$ cat config.mk
export PLATFORM = sky130hd
export DESIGN_NAME = kmkz_csr_file
export DESIGN_NICKNAME = d
export VERILOG_FILES = /design/src/rtl/kmkz_csr_file.sv
export SDC_FILE = /design/constraint.sdc
export NUM_CORES = 1
export LEC_CHECK = 0
export ABC_AREA = 1
export BUFFER_PORTS_ARGS = -buffer_cell sky130_fd_sc_hd__buf_2
export CAP_MARGIN = 20
export CORE_MARGIN = 2
export CORE_UTILIZATION = 25
export CTS_CLUSTER_SIZE = 10
export DETAILED_ROUTE_END_ITERATION = 10
export GPL_TIMING_DRIVEN = 0
export PLACE_DENSITY = 0.54
export SETUP_SLACK_MARGIN = 0.3
export SLEW_MARGIN = 20
export SYNTH_ARGS = -nofsm -noshare
export SYNTH_HDL_FRONTEND = slang
export SYNTH_SLANG_ARGS = --single-unit
$ cat constraint.sdc
create_clock -name clk_i -period 5.3 [get_ports clk_i]
set_input_delay 0.53 -clock clk_i [delete_from_list [all_inputs] [get_ports clk_i]]
set_output_delay 0.53 -clock clk_i [all_outputs]
set_load 0.05 [all_outputs]
$ cat src/rtl/kmkz_csr_file.sv
`default_nettype none
// ============================================================================
// Module      : kmkz_csr_file
// Description : Machine-mode CSR file for the execute stage. Holds the
//               mcycle / minstret counters, mtvec and up to four scratch
//               registers locally; decodes, reads and computes write values
//               for the externally held CSRs (mstatus, mie, mip, mepc,
//               mcause) and hands those writes back through a write port.
//
// Ports
//   clk_i                 in   1   clock, all state updates on rising edge
//   rst_i                 in   1   asynchronous reset, active low
//   x_stall_i, x_kill_i   in   1   execute-stage stall / kill qualifiers
//   d_is_csr_i            in   1   a CSR instruction is in execute
//   d_fun_i               in   3   CSR funct3 (RW/RS/RC and immediate forms)
//   d_csr_imm_i           in   5   zimm for the immediate forms
//   d_csr_sel_i           in  12   CSR address
//   d_rs1_i               in  32   rs1 operand
//   x_retire_i            in   1   one instruction retires this cycle
//   csr_time_i            in  40   free-running time
//   csr_m*_i              in  32   current values of externally held CSRs
//   x_rd_o                out 32   old value of the selected CSR
//   x_csr_write_value_o   out 32   new value for an external CSR
//   x_csr_we_o            out  1   external CSR write strobe
//   x_csr_sel_o           out 12   external CSR address
//   x_illegal_o           out  1   illegal CSR access
//   csr_mtvec_o           out 32   current mtvec
//
// Revision    : 1.0 - initial release
// ============================================================================
module kmkz_csr_file #(
    parameter int          NUM_SCRATCH = 1,
    parameter int          CNT_WIDTH   = 64,
    parameter logic [31:0] MTVEC_RESET = 32'h0000_0100
) (
    input  logic        clk_i,
    input  logic        rst_i,
    input  logic        x_stall_i,
    input  logic        x_kill_i,
    input  logic        d_is_csr_i,
    input  logic [2:0]  d_fun_i,
    input  logic [4:0]  d_csr_imm_i,
    input  logic [11:0] d_csr_sel_i,
    input  logic [31:0] d_rs1_i,
    input  logic        x_retire_i,
    input  logic [39:0] csr_time_i,
    input  logic [31:0] csr_mstatus_i,
    input  logic [31:0] csr_mip_i,
    input  logic [31:0] csr_mie_i,
    input  logic [31:0] csr_mepc_i,
    input  logic [31:0] csr_mcause_i,
    output logic [31:0] x_rd_o,
    output logic [31:0] x_csr_write_value_o,
    output logic        x_csr_we_o,
    output logic [11:0] x_csr_sel_o,
    output logic        x_illegal_o,
    output logic [31:0] csr_mtvec_o
);

    localparam logic [11:0] c_mcycle    = 12'hB00;
    localparam logic [11:0] c_mcycleh   = 12'hB80;
    localparam logic [11:0] c_minstret  = 12'hB02;
    localparam logic [11:0] c_minstreth = 12'hB82;
    localparam logic [11:0] c_cycle     = 12'hC00;
    localparam logic [11:0] c_cycleh    = 12'hC80;
    localparam logic [11:0] c_instret   = 12'hC02;
    localparam logic [11:0] c_instreth  = 12'hC82;
    localparam logic [11:0] c_time      = 12'hC01;
    localparam logic [11:0] c_timeh     = 12'hC81;
    localparam logic [11:0] c_mtvec     = 12'h305;
    localparam logic [11:0] c_mstatus   = 12'h300;
    localparam logic [11:0] c_mie       = 12'h304;
    localparam logic [11:0] c_mip       = 12'h344;
    localparam logic [11:0] c_mepc      = 12'h341;
    localparam logic [11:0] c_mcause    = 12'h342;

    localparam logic [CNT_WIDTH-1:0] c_cnt_one = CNT_WIDTH'(1);

    logic [CNT_WIDTH-1:0] r_mcycle;
    logic [CNT_WIDTH-1:0] r_minstret;
    logic [31:0]          r_mtvec;

    // Counters viewed as 64 bits; bits above CNT_WIDTH read as zero.
    logic [63:0] w_mcycle64;
    logic [63:0] w_minstret64;
    assign w_mcycle64   = 64'(r_mcycle);
    assign w_minstret64 = 64'(r_minstret);

    logic [31:0] w_src;
    logic [31:0] w_old;
    logic [31:0] w_new;
    logic        w_hit;
    logic        w_ext;
    logic        w_wr_intent;
    logic        w_illegal;
    logic        w_commit;

    // ------------------------------------------------------------------
    // Scratch registers
    // ------------------------------------------------------------------
    logic [NUM_SCRATCH-1:0]       w_scr_sel;
    logic [NUM_SCRATCH-1:0][31:0] w_scr_rdv;
    logic                         w_scr_hit;
    logic [31:0]                  w_scr_rd;

    for (genvar k = 0; k < NUM_SCRATCH; k++) begin : g_scratch
        localparam logic [11:0] c_addr = (k == 0) ? 12'h340 : 12'(12'h7C0 + k - 1);
        logic [31:0] r_val;

        assign w_scr_sel[k] = (d_csr_sel_i == c_addr);
        assign w_scr_rdv[k] = w_scr_sel[k] ? r_val : 32'h0;

        always_ff @(posedge clk_i or negedge rst_i) begin
            if (!rst_i) begin
                r_val <= 32'h0;
            end else if (w_commit && w_scr_sel[k]) begin
                r_val <= w_new;
            end
        end
    end

    assign w_scr_hit = |w_scr_sel;

    always_comb begin
        w_scr_rd = 32'h0;
        for (int i = 0; i < NUM_SCRATCH; i++) begin
            w_scr_rd = w_scr_rd | w_scr_rdv[i];
        end
    end

    // ------------------------------------------------------------------
    // Address decode and read mux
    // ------------------------------------------------------------------
    always_comb begin
        w_old = 32'h0;
        w_hit = 1'b1;
        w_ext = 1'b0;
        case (d_csr_sel_i)
            c_mcycle,   c_cycle:    w_old = w_mcycle64[31:0];
            c_mcycleh,  c_cycleh:   w_old = w_mcycle64[63:32];
            c_minstret, c_instret:  w_old = w_minstret64[31:0];
            c_minstreth, c_instreth: w_old = w_minstret64[63:32];
            c_time:                 w_old = csr_time_i[31:0];
            c_timeh:                w_old = {24'h0, csr_time_i[39:32]};
            c_mtvec:                w_old = r_mtvec;
            c_mstatus: begin w_old = csr_mstatus_i; w_ext = 1'b1; end
            c_mie:     begin w_old = csr_mie_i;     w_ext = 1'b1; end
            c_mip:     begin w_old = csr_mip_i;     w_ext = 1'b1; end
            c_mepc:    begin w_old = csr_mepc_i;    w_ext = 1'b1; end
            c_mcause:  begin w_old = csr_mcause_i;  w_ext = 1'b1; end
            default: begin
                // Scratch addresses at or above NUM_SCRATCH fall out here
                // as undecoded.
                w_old = w_scr_rd;
                w_hit = w_scr_hit;
            end
        endcase
    end

    // ------------------------------------------------------------------
    // New value, legality and commit
    // ------------------------------------------------------------------
    assign w_src = d_fun_i[2] ? {27'h0, d_csr_imm_i} : d_rs1_i;

    always_comb begin
        case (d_fun_i[1:0])
            2'b10:   w_new = w_old | w_src;
            2'b11:   w_new = w_old & ~w_src;
            default: w_new = w_src;
        endcase
    end

    // Set/clear with a zero source is a pure read, so it is legal on the
    // read-only counter shadows and writes nothing.
    assign w_wr_intent = (d_fun_i[1:0] == 2'b01) || (w_src != 32'h0);

    assign w_illegal = d_is_csr_i &&
                       (!w_hit ||
                        (w_wr_intent && (d_csr_sel_i[11:10] == 2'b11)) ||
                        (d_fun_i[1:0] == 2'b00));

    assign w_commit = d_is_csr_i && !x_stall_i && !x_kill_i &&
                      !w_illegal && w_wr_intent;

    // ------------------------------------------------------------------
    // Counters and mtvec
    // ------------------------------------------------------------------
    logic        w_wr_mcyc_lo;
    logic        w_wr_mcyc_hi;
    logic        w_wr_mins_lo;
    logic        w_wr_mins_hi;
    logic [63:0] w_mcyc_wlo;
    logic [63:0] w_mcyc_whi;
    logic [63:0] w_mins_wlo;
    logic [63:0] w_mins_whi;

    assign w_wr_mcyc_lo = w_commit && (d_csr_sel_i == c_mcycle);
    assign w_wr_mcyc_hi = w_commit && (d_csr_sel_i == c_mcycleh);
    assign w_wr_mins_lo = w_commit && (d_csr_sel_i == c_minstret);
    assign w_wr_mins_hi = w_commit && (d_csr_sel_i == c_minstreth);

    // A half write replaces that half and keeps the other half as is.
    assign w_mcyc_wlo = {w_mcycle64[63:32], w_new};
    assign w_mcyc_whi = {w_new, w_mcycle64[31:0]};
    assign w_mins_wlo = {w_minstret64[63:32], w_new};
    assign w_mins_whi = {w_new, w_minstret64[31:0]};

    always_ff @(posedge clk_i or negedge rst_i) begin
        if (!rst_i) begin
            r_mcycle   <= '0;
            r_minstret <= '0;
            r_mtvec    <= MTVEC_RESET;
        end else begin
            if (w_wr_mcyc_lo) begin
                r_mcycle <= w_mcyc_wlo[CNT_WIDTH-1:0];
            end else if (w_wr_mcyc_hi) begin
                r_mcycle <= w_mcyc_whi[CNT_WIDTH-1:0];
            end else begin
                r_mcycle <= r_mcycle + c_cnt_one;
            end

            if (w_wr_mins_lo) begin
                r_minstret <= w_mins_wlo[CNT_WIDTH-1:0];
            end else if (w_wr_mins_hi) begin
                r_minstret <= w_mins_whi[CNT_WIDTH-1:0];
            end else if (x_retire_i && !x_stall_i) begin
                r_minstret <= r_minstret + c_cnt_one;
            end

            if (w_commit && (d_csr_sel_i == c_mtvec)) begin
                r_mtvec <= {w_new[31:2], 2'b00};
            end
        end
    end

    // ------------------------------------------------------------------
    // Outputs
    // ------------------------------------------------------------------
    assign x_rd_o              = w_old;
    assign x_illegal_o         = w_illegal;
    assign x_csr_we_o          = w_commit && w_ext;
    assign x_csr_sel_o         = d_csr_sel_i;
    assign x_csr_write_value_o = w_new;
    assign csr_mtvec_o         = r_mtvec;

endmodule
`default_nettype wire

==> results.toml <==
[die]
rows = 96
die_area_sq_um = 71300
die_width_microns = 267
fp.dieH_microns = 267
ios = 368
start_util = 0.252
coreArea_sq_um = 68600

[global_routing]
antenna_found_initial = 3
grt-ovfl-total = 0
grt_max_degree = 77
grt_pass1_vias = 20500
grt_use_total = 0.314
grt_first_pass_wirelength_microns = 156000

[placed_design]
gp_congestion = 1.04
portBuffers = 364
dp_hpwl_microns = 94200

[cells_and_area]
num-nets-final = 3633
utilization = 0.306
syn_to_final_growth_pct = 21.4
drive_gt1_frac = 0.142

[detailed_routing]
drt-vias-per-instance = 5.36
ant_nets = 0
dr.pass1.iters = 6
routedWlPerCell_microns = 26.5
wirelength_microns = 115000
num_vias = 23200
remaining_drc_errors = 0
drt-initial-drc-count = 3534

[timing]
fin_crit_ns = 5.11
slew_violations = 0
worst_pin_slew_ns = 1.11
max_freq_ghz = 0.196
setup_viol_count_final = 0
setup_tns_ns = 0
finClkSkew_ns = 0.0222
max_slew_margin = 0.253
rsz0062_at_grt = "true"
hold_violations = 2
hold_slack_ns = -0.00258
period_share = 0.965

[critical_path]
worstReg2RegStart = "r_mcycle[0]"
r2r_slack_ns = 1.57
cp.arrival_ns = 4.58
reg2reg_depth = 10
path_max_fanout = 10
r2r_end = "r_mcycle[26]"
cp.required_ns = 4.77
crit_start = "d_csr_sel_i[10]"
path_class = "input port to output port"
startpoint_type = "input port"
end_kind = "output port"
crit_end = "x_csr_write_value_o[31]"

[yosys]
synth_edf_count = 0
ys_ff_latch = 190
yosysWarnings = 0
synthCells = 2987
synthTopCellsByCount = "nand2_1 (1073), nand3_1 (383), nor2_1 (366)"
yosysUniqueCellTypes = 41
synthArstFlopShare = 1.00
synthesis.area_sq_um = 17300
synth_area_leaders = "dfrtp_1 (27%), nand2_1 (23%), nand3_1 (11%)"
synth-main-ff-cell = "dfrtp_1"
avgSynthCellArea_sq_um = 5.79
synth.most_common_cell = "nand2_1"
yosysSeqAreaShare = 0.275
synth_area_leader_cell = "dfrtp_1"
synth_top_area_frac = 0.273

[run]
maxCapViolations = 0

[power]
peakVddDrop_mv = 0.148
power.leakage_nw = 11.3
power-per-cell-area_nw_per_um2 = 170

[cts]
clk_path_buf_depth = 2
clkLatencyLatePin_ns = 0.53
root_buffer = "clkbuf_16"
cts_made_buffers = 17
cts_tree = "built"
clk_pin_slew_ns = 0.08
holdBufCountCts = 0
cts.sinks = 190
cts_max_level = 4
post_cts_buffers = 0

[run_status]
outcome = "complete, but fails checks"
failed_checks = "negative hold slack"

[worst_hold_path]
hold_class = "input port to asynchronous set/reset pin"
## placed cells by master, fill, tap and decap left out, types with 6 or more instances in the layout
cell | netlist | routed
xnor2_1 | 20 | 20
o21a_1 | 29 | 29
buf_1 | 13 | 14
o21ai_0 | 80 | 80
nor4_1 | 6 | 6
nand4_1 | 117 | 117
o21ai_1 | 30 | 30
clkbuf_1 | 86 | 82
buf_2 | 39 | 402
a21oi_1 | 48 | 48
nor3_1 | 78 | 78
inv_1 | 275 | 275
dfrtp_1 | 189 | 189
xor2_1 | 87 | 87
nand3b_1 | 7 | 7
nand3_1 | 383 | 383
diode_2 | 0 | 7
buf_4 | 20 | 20
clkbuf_16 | 0 | 17
nor2_1 | 366 | 364
nor2_2 | 4 | 6
nand2_1 | 1073 | 1072
## metrics by stage
step | hold slack (ns) | std cells | power, mW | setup WS [ns] | cell area [sq um]
floorplan | 0.234 | 2988 | 1.75 | 2.10 | 17300
global placement | 0.491 | 4283 | 2.08 | 0.0264 | 20300
detailed placement | 0.499 | 4285 | 2.09 | 0.319 | 20400
CTS | 0.0138 | 4316 | 3.54 | 0.303 | 21000
global route | 0.0547 | 4316 | 3.63 | 0.284 | 21000
finish | -0.00258 | 4323 | 3.56 | 0.187 | 21000
## report_power, final
part | total (mW) | internal [mW] | leakage [nW] | switching [mW]
sequential | 1.49 | 1.46 | 2.16 | 0.0281
combinational | 0.588 | 0.147 | 8.82 | 0.440
clock | 1.48 | 0.771 | 0.295 | 0.714
## cells by family (layout without fill, tap and decap cells)
group	after synthesis	in the layout	synth area share
AOI/OAI and AO/OA	200	200	0.0644
and+or+nand+nor	2049	2049	0.502
xor gates and xnor gates	107	107	0.0542
buffers and inverters	438	835	0.102
other	1	9	0.000217
adders and majority gates	2	2	0.00145
DFF	190	190	0.275
## layer usage
layer,up-vias,share of wire,track usage
met3,265,0.12,0.0890
met5,-,0,0
li1,10300,-,-
met4,0,0.062,0.176
met1,11000,0.41,0.419
met2,1568,0.41,0.452
## how the worst min path moves through the flow
| stage | end | cells after the start | start |
|---|---|---|---|
| 3_3_place_gp | r_minstret[59] | 2 | r_minstret[59] |
| 5_1_grt | r_minstret[6] | 1 | rst_i |
| 6_report | r_minstret[8] | 1 | rst_i |
| 3_5_place_dp | r_minstret[51] | 2 | r_minstret[51] |
| 2_1_floorplan | csr_mtvec_o[10] | 0 | rst_i |
| 4_1_cts | r_minstret[12] | 1 | rst_i |
## state kept, by name (all words and copies together) (netlist names)
| signal | cells |
|---|---|
| r_mcycle | 64 |
| g_scratch.r_val | 32 |
| r_minstret | 64 |
| csr_mtvec_o | 30 |
## critical path, cell delays in order
cell and delay [ns]:
buf_2 0.14, nor2_1 0.10, nand2_1 0.23, nand2_1 0.32, clkbuf_1 0.53, clkbuf_1 0.68
nand3_1 0.49, nand2_1 0.15, nor2_1 0.09, nand4_1 0.24, nand2_1 0.08, nand2_1 0.57
buf_2 0.40
## repair_timing
item | in CTS | in global routing
gates resized for setup | 0 | 13
setup endpoints to repair | 0 | 9
hold endpoints to repair | 0 | 0
## layout make-up
cell class	instances	area [sq um]
fill	7972	47600
timing repair buffer	366	1890
sequential	190	4760
buffer	158	732
tap	931	1160
antenna	7	17.5
multi-input combinational	2360	10800
clock buffer	20	457
clock inverter	11	156
inverter	280	1050
Note: power is estimated with default switching activity, not from simulation.
